[config.mk]
export PLATFORM = sky130hd
export DESIGN_NAME = cnu_ib_ram_loader
export DESIGN_NICKNAME = d
export VERILOG_FILES = /design/src/rtl/cnu_ib_ram_loader.sv
export SDC_FILE = /design/constraint.sdc
export NUM_CORES = 1
export LEC_CHECK = 0
export ABC_AREA = 0
export CAP_MARGIN = 10
export CORE_MARGIN = 2
export CORE_UTILIZATION = 57
export CTS_BUF_LIST = sky130_fd_sc_hd__clkbuf_16
export CTS_CLUSTER_DIAMETER = 30
export DETAILED_ROUTE_END_ITERATION = 10
export PLACE_DENSITY = 0.95
export SLEW_MARGIN = 20
export SYNTH_ARGS = -nofsm -noshare
export SYNTH_HDL_FRONTEND = slang
export SYNTH_SLANG_ARGS = --single-unit
[constraint.sdc]
create_clock -name sys_clk -period 2.5 [get_ports sys_clk]
set_input_delay 0.5 -clock sys_clk [delete_from_list [all_inputs] [get_ports sys_clk]]
set_output_delay 0.5 -clock sys_clk [all_outputs]
set_load 0.005 [all_outputs]
[src/rtl/cnu_ib_ram_loader.sv]
`default_nettype none
// ============================================================================
//  Module   : cnu_ib_ram_loader
//  Function : Unpacks a valid/ready stream of packed LUT words into one
//             CNU information-bottleneck LUT RAM write per cycle.
//  Revision : 1.0  initial release
// ============================================================================
module cnu_ib_ram_loader #(
    parameter int QUAN_SIZE = 4,
    parameter int IB_ADDR   = 8,
    parameter int RAM_DEPTH = 256,
    parameter int PACK      = 4
) (
    input  logic                        sys_clk,
    input  logic                        sys_rst,
    input  logic                        load_start,
    input  logic                        abort,
    input  logic [QUAN_SIZE*PACK-1:0]   in_data,
    input  logic                        in_valid,
    output logic                        in_ready,
    output logic                        ib_ram_we,
    output logic [IB_ADDR-1:0]          ib_ram_waddr,
    output logic [QUAN_SIZE-1:0]        ib_ram_wdata,
    output logic                        busy,
    output logic                        load_done
);

    localparam int              BUF_W      = QUAN_SIZE * PACK;
    localparam logic [1:0]      S_IDLE     = 2'd0;
    localparam logic [1:0]      S_LOAD     = 2'd1;
    localparam logic [1:0]      S_DONE     = 2'd2;
    localparam logic [2:0]      PACK_CNT   = 3'(PACK);
    localparam logic [6:0]      WORD_LIMIT = 7'(RAM_DEPTH / PACK);
    localparam logic [IB_ADDR-1:0] LAST_ADDR = IB_ADDR'(RAM_DEPTH - 1);

    logic [1:0]             state_q, state_d;
    logic [BUF_W-1:0]       buf_q, buf_d;
    logic [2:0]             slot_cnt_q, slot_cnt_d;
    logic [IB_ADDR-1:0]     addr_cnt_q, addr_cnt_d;
    logic [6:0]             word_cnt_q, word_cnt_d;
    logic                   we_q, we_d;
    logic [IB_ADDR-1:0]     waddr_q, waddr_d;
    logic [QUAN_SIZE-1:0]   wdata_q, wdata_d;
    logic                   done_q, done_d;
    logic                   w_accept;
    logic                   w_emit;

    assign in_ready = (state_q == S_LOAD) && (slot_cnt_q <= 3'd1) &&
                      (word_cnt_q < WORD_LIMIT);
    assign w_accept = in_valid && in_ready;
    assign w_emit   = (slot_cnt_q != 3'd0);

    always_comb begin
        state_d    = state_q;
        buf_d      = buf_q;
        slot_cnt_d = slot_cnt_q;
        addr_cnt_d = addr_cnt_q;
        word_cnt_d = word_cnt_q;
        we_d       = 1'b0;
        waddr_d    = waddr_q;
        wdata_d    = wdata_q;
        done_d     = 1'b0;
        case (state_q)
            S_IDLE: begin
                if (!abort && load_start) begin
                    state_d    = S_LOAD;
                    buf_d      = '0;
                    slot_cnt_d = 3'd0;
                    addr_cnt_d = '0;
                    word_cnt_d = 7'd0;
                end
            end
            S_LOAD: begin
                if (abort) begin
                    state_d    = S_IDLE;
                    buf_d      = '0;
                    slot_cnt_d = 3'd0;
                    addr_cnt_d = '0;
                    word_cnt_d = 7'd0;
                end else begin
                    if (w_emit) begin
                        we_d       = 1'b1;
                        waddr_d    = addr_cnt_q;
                        wdata_d    = buf_q[QUAN_SIZE-1:0];
                        buf_d      = buf_q >> QUAN_SIZE;
                        addr_cnt_d = addr_cnt_q + 1'b1;
                        slot_cnt_d = slot_cnt_q - 3'd1;
                        if (addr_cnt_q == LAST_ADDR) begin
                            state_d = S_DONE;
                        end
                    end
                    // A new word may overwrite the buffer on the same edge its last entry leaves.
                    if (w_accept) begin
                        buf_d      = in_data;
                        slot_cnt_d = PACK_CNT;
                        word_cnt_d = word_cnt_q + 7'd1;
                    end
                end
            end
            S_DONE: begin
                state_d = S_IDLE;
                if (abort) begin
                    buf_d      = '0;
                    slot_cnt_d = 3'd0;
                    addr_cnt_d = '0;
                    word_cnt_d = 7'd0;
                end else begin
                    done_d = 1'b1;
                end
            end
            default: begin
                state_d = S_IDLE;
            end
        endcase
    end

    always_ff @(posedge sys_clk or posedge sys_rst) begin
        if (sys_rst) begin
            state_q    <= S_IDLE;
            buf_q      <= '0;
            slot_cnt_q <= 3'd0;
            addr_cnt_q <= '0;
            word_cnt_q <= 7'd0;
            we_q       <= 1'b0;
            waddr_q    <= '0;
            wdata_q    <= '0;
            done_q     <= 1'b0;
        end else begin
            state_q    <= state_d;
            buf_q      <= buf_d;
            slot_cnt_q <= slot_cnt_d;
            addr_cnt_q <= addr_cnt_d;
            word_cnt_q <= word_cnt_d;
            we_q       <= we_d;
            waddr_q    <= waddr_d;
            wdata_q    <= wdata_d;
            done_q     <= done_d;
        end
    end

    assign ib_ram_we    = we_q;
    assign ib_ram_waddr = waddr_q;
    assign ib_ram_wdata = wdata_q;
    assign busy         = (state_q == S_LOAD);
    assign load_done    = done_q;

endmodule
`default_nettype wire

==> impl_metrics.yaml, run 1 <==
logic_synthesis:
  ys_warn_count: 0
  syn_area_per_cell_um2: 11.3
  ys_types: 45
  synth_top_area_share_pct: 55.1
  synth_area_leader_cell: "dfrtp_1"
  synth-seq-cells: 50
  synth_nets: 227
  synth-seq-area-share_pct: 55.1
  synthTopCellsByArea: "dfrtp_1, a22oi_1, mux2_1"
  syn_area_um2: 2270
  syn-instance-count: 201
timing:
  tightest_slew_ns: 0.491
  finClkSkew_ns: 0.00532
  rsz0062_at_grt: "false"
  slew_viol_final: 0
  relSlewSlack_pct: 66.4
  min_period_ns: 2.18
  timing.final.hold_violations: 0
  setup_ws_ns: 0.323
  hold_ws_ns: 0.488
  setup_tns_ns: 0
  max_freq_mhz: 459
  setup_viol: 0
  fin_crit_sh_pct: 87.1
die:
  dieArea_um2: 4510
  io_pins: 37
  initial_core_util_pct: 60.7
  die_h_um: 67.1
  die_w_um: 67.1
  core-area_um2: 3740
  row_count: 22
routing:
  routedWlPerCell_um: 16.6
  drtPass1Iterations: 4
  via_count: 1740
  ant_nets: 0
  via_per_inst: 6.00
  drcViolationCount: 0
  routed_wl_um: 4830
  drtIter0Drc: 101
worst_hold_path:
  min_path_type: "reg -> reg"
  hold_depth: 1
  hp-start: "ib_ram_waddr[1]$_DFFE_PP0P_"
  hold_end: "ib_ram_waddr[1]$_DFFE_PP0P_"
grt:
  antenna_found_initial: 0
  use_met3_pct: 3.72
  gr-total-overflow: 0
  globalRouteMet2Util_pct: 37.3
  grt_max_degree: 51
  track_usage_pct: 24.1
  use_met1_pct: 33.7
  gr-max-usage-layer: "met2"
  grt_pass1_vias: 1660
  grt_pass1_wl_um: 8000
flow_run:
  cap_violations: 0
placed_design:
  dp_slack_ns: 0.0976
  gp_congestion: 0.861
  place_hpwl_um: 3180
  io_buffers: 36
  placed_area_um2: 2710
setup_path:
  crit_path_cell_trace: "and2b_4 -> o211a_1 -> clkdlybuf4s50_1"
  reg2reg_from: "slot_cnt_q[1]$_DFFE_PP0P_"
  cpMaxStageDelayCell: "clkdlybuf4s50_1"
  rrSetupSlack_ns: 0.59
  arrival_ns: 1.68
  worst-setup-path-type: "reg -> out"
  ff2ff_path_depth: 6
  r2r_end: "buf_q[11]$_DFFE_PP0P_"
  required_ns: 2.00
  crit_path_end_kind: "primary output"
  crit_path_start_kind: "flip-flop"
  cp_max_fo: 6
  critPathMaxStageDelay_ns: 0.49
clocking:
  htree_levels: 2
  cts_buffer_depth: 2
  cts_resized: 0
  cts_setup_buffers: 0
  clkLatencyLatePin_ns: 0.28
  hold_buffers: 0
  cts_tree: "built"
  clk_pin_slew_worst_paths_ns: 0.06
  clock-root-buffer: "clkbuf_16"
  cts_made_buffers: 5
  cts.sinks: 50
cells_and_area:
  fill_cells: 253
  area_growth_pct: 24.9
  postLayoutCellArea_um2: 2840
  fin_util_pct: 75.8
  antenna_cells: 0
  fin_nets: 269
  layout-drive-gt1-share_pct: 11.2
power:
  vdd.ir_drop.worst_v: 0.000436
  power_density_nw_per_um2: 674
  leakage_nw: 1.28
run_status:
  outcome: "complete, no violations"
==> cell usage in the layout (no fill, tap or decap), types with 2 or more instances in the layout <==
cell type,instances
nor2_1,18
nand2b_1,3
inv_1,2
a21oi_1,4
clkbuf_16,5
ha_1,5
a32o_1,4
o2111ai_1,2
mux2_1,8
o21ai_1,15
and3_1,2
buf_4,6
clkdlybuf4s50_1,36
a22oi_1,12
o21ai_0,3
xor2_1,8
nand3_1,4
nand2_1,21
mux2_2,4
dfrtp_1,50
xnor2_1,3
inv_2,2
nand4_1,2
==> sequential cells by signal, indices dropped and copies added, names as in the netlist <==
signal,flops
buf_q,16
addr_cnt_q,8
ib_ram_waddr,8
word_cnt_q,7
ib_ram_wdata,4
slot_cnt_q,3
state_q,2
ib_ram_we,1
load_done,1
==> synth_stat cells, drive strengths merged <==
cell     number
clkbuf        2
o41ai         1
mux2         12
a21o          1
nor3b         2
nor4b         1
o21ai        18
and2          2
o2111a        1
nand2        21
a2111oi       1
a22oi        12
a22o          1
inv           4
nand3         4
a211o         1
nor2         19
xor2          8
nand2b        3
nor3          2
a32o          4
and4          1
ha            5
o2111ai       2
xnor2         3
a211oi        1
dfrtp        50
a41oi         1
a21oi         5
and2b         1
and3          2
buf           6
nand4         2
o211a         1
or3           1
==> worst max-delay path by stage <==
| stage | start | end | slack (ns) |
|---|---|---|---|
| after floorplan | sys_rst | addr_cnt_q[0]$_DFFE_PP0P_ | 0.80 |
| after global placement | abort | slot_cnt_q[1]$_DFFE_PP0P_ | 0.21 |
| after detailed placement | abort | buf_q[11]$_DFFE_PP0P_ | 0.1 |
| after CTS | state_q[1]$_DFFE_PP0P_ | in_ready | 0.32 |
| after global routing | abort | buf_q[6]$_DFFE_PP0P_ | 0.20 |
| final | state_q[1]$_DFFE_PP0P_ | in_ready | 0.32 |
==> layout make-up <==
class / instances / area [um^2] / area share [%]
multi-input combinational: 139 / 956 / 33.7
inverter: 4 / 15.0 / 0.529
tap: 48 / 60.1 / 2.12
sequential: 50 / 1250 / 44.1
clock buffer: 5 / 125 / 4.41
timing repair buffer: 43 / 425 / 15.0
clock inverter: 1 / 3.75 / 0.132
==> critical path, delay by kind of cell (launching register included) <==
kind / cells / cell delay (ns)
buf+inv: 1 / 0.49
simple gates: 1 / 0.32
flops: 1 / 0.44
compound gates: 1 / 0.14
==> metrics by stage <==
stage,instances,power (W)
final,290,0.00191
after global routing,290,0.00199
after global placement,284,0.00128
after CTS,290,0.00191
after detailed placement,284,0.00130
after floorplan,201,0.00115
==> metal layers <==
metal / wire length (um) / vias up
met5: 0 / -
met4: 115 / 0
met3: 283 / 12
met2: 2410 / 77
met1: 2020 / 848
li1: - / 803
==> cells by family (layout without fill, tap and decap cells) <==
group	count (synthesis)	count (layout)	share of synthesized area (%)
AND/OR/NAND/NOR	61	61	13.8
multiplexers	12	12	5.95
flip-flops	50	50	55.1
adder cells (fa/ha/maj)	5	5	2.75
AO/OA/AOI/OAI	50	50	15.4
buffers and inverters	12	53	2.81
XOR/XNOR	11	11	4.24
==> report_power, final <==
group / total, W / internal, W / switching [W]
combinational: 0.000379 / 0.000174 / 0.000205
clock: 0.000618 / 0.000356 / 0.000262
sequential: 0.000915 / 0.000864 / 0.0000511
Power figures use the tool's default switching activity.
==> run 2, diff against run 1 <==
HOLD_SLACK_MARGIN = 0.1   (was default)
==> results of run 2 <==
Same layout as run 1: the final DEF is identical, and so are final timing and power.
==> run 3, diff against run 2 <==
GPL_ROUTABILITY_DRIVEN = 0   (was default)
==> results of run 3 <==
Same layout as run 1: the final DEF is identical, and so are final timing and power.
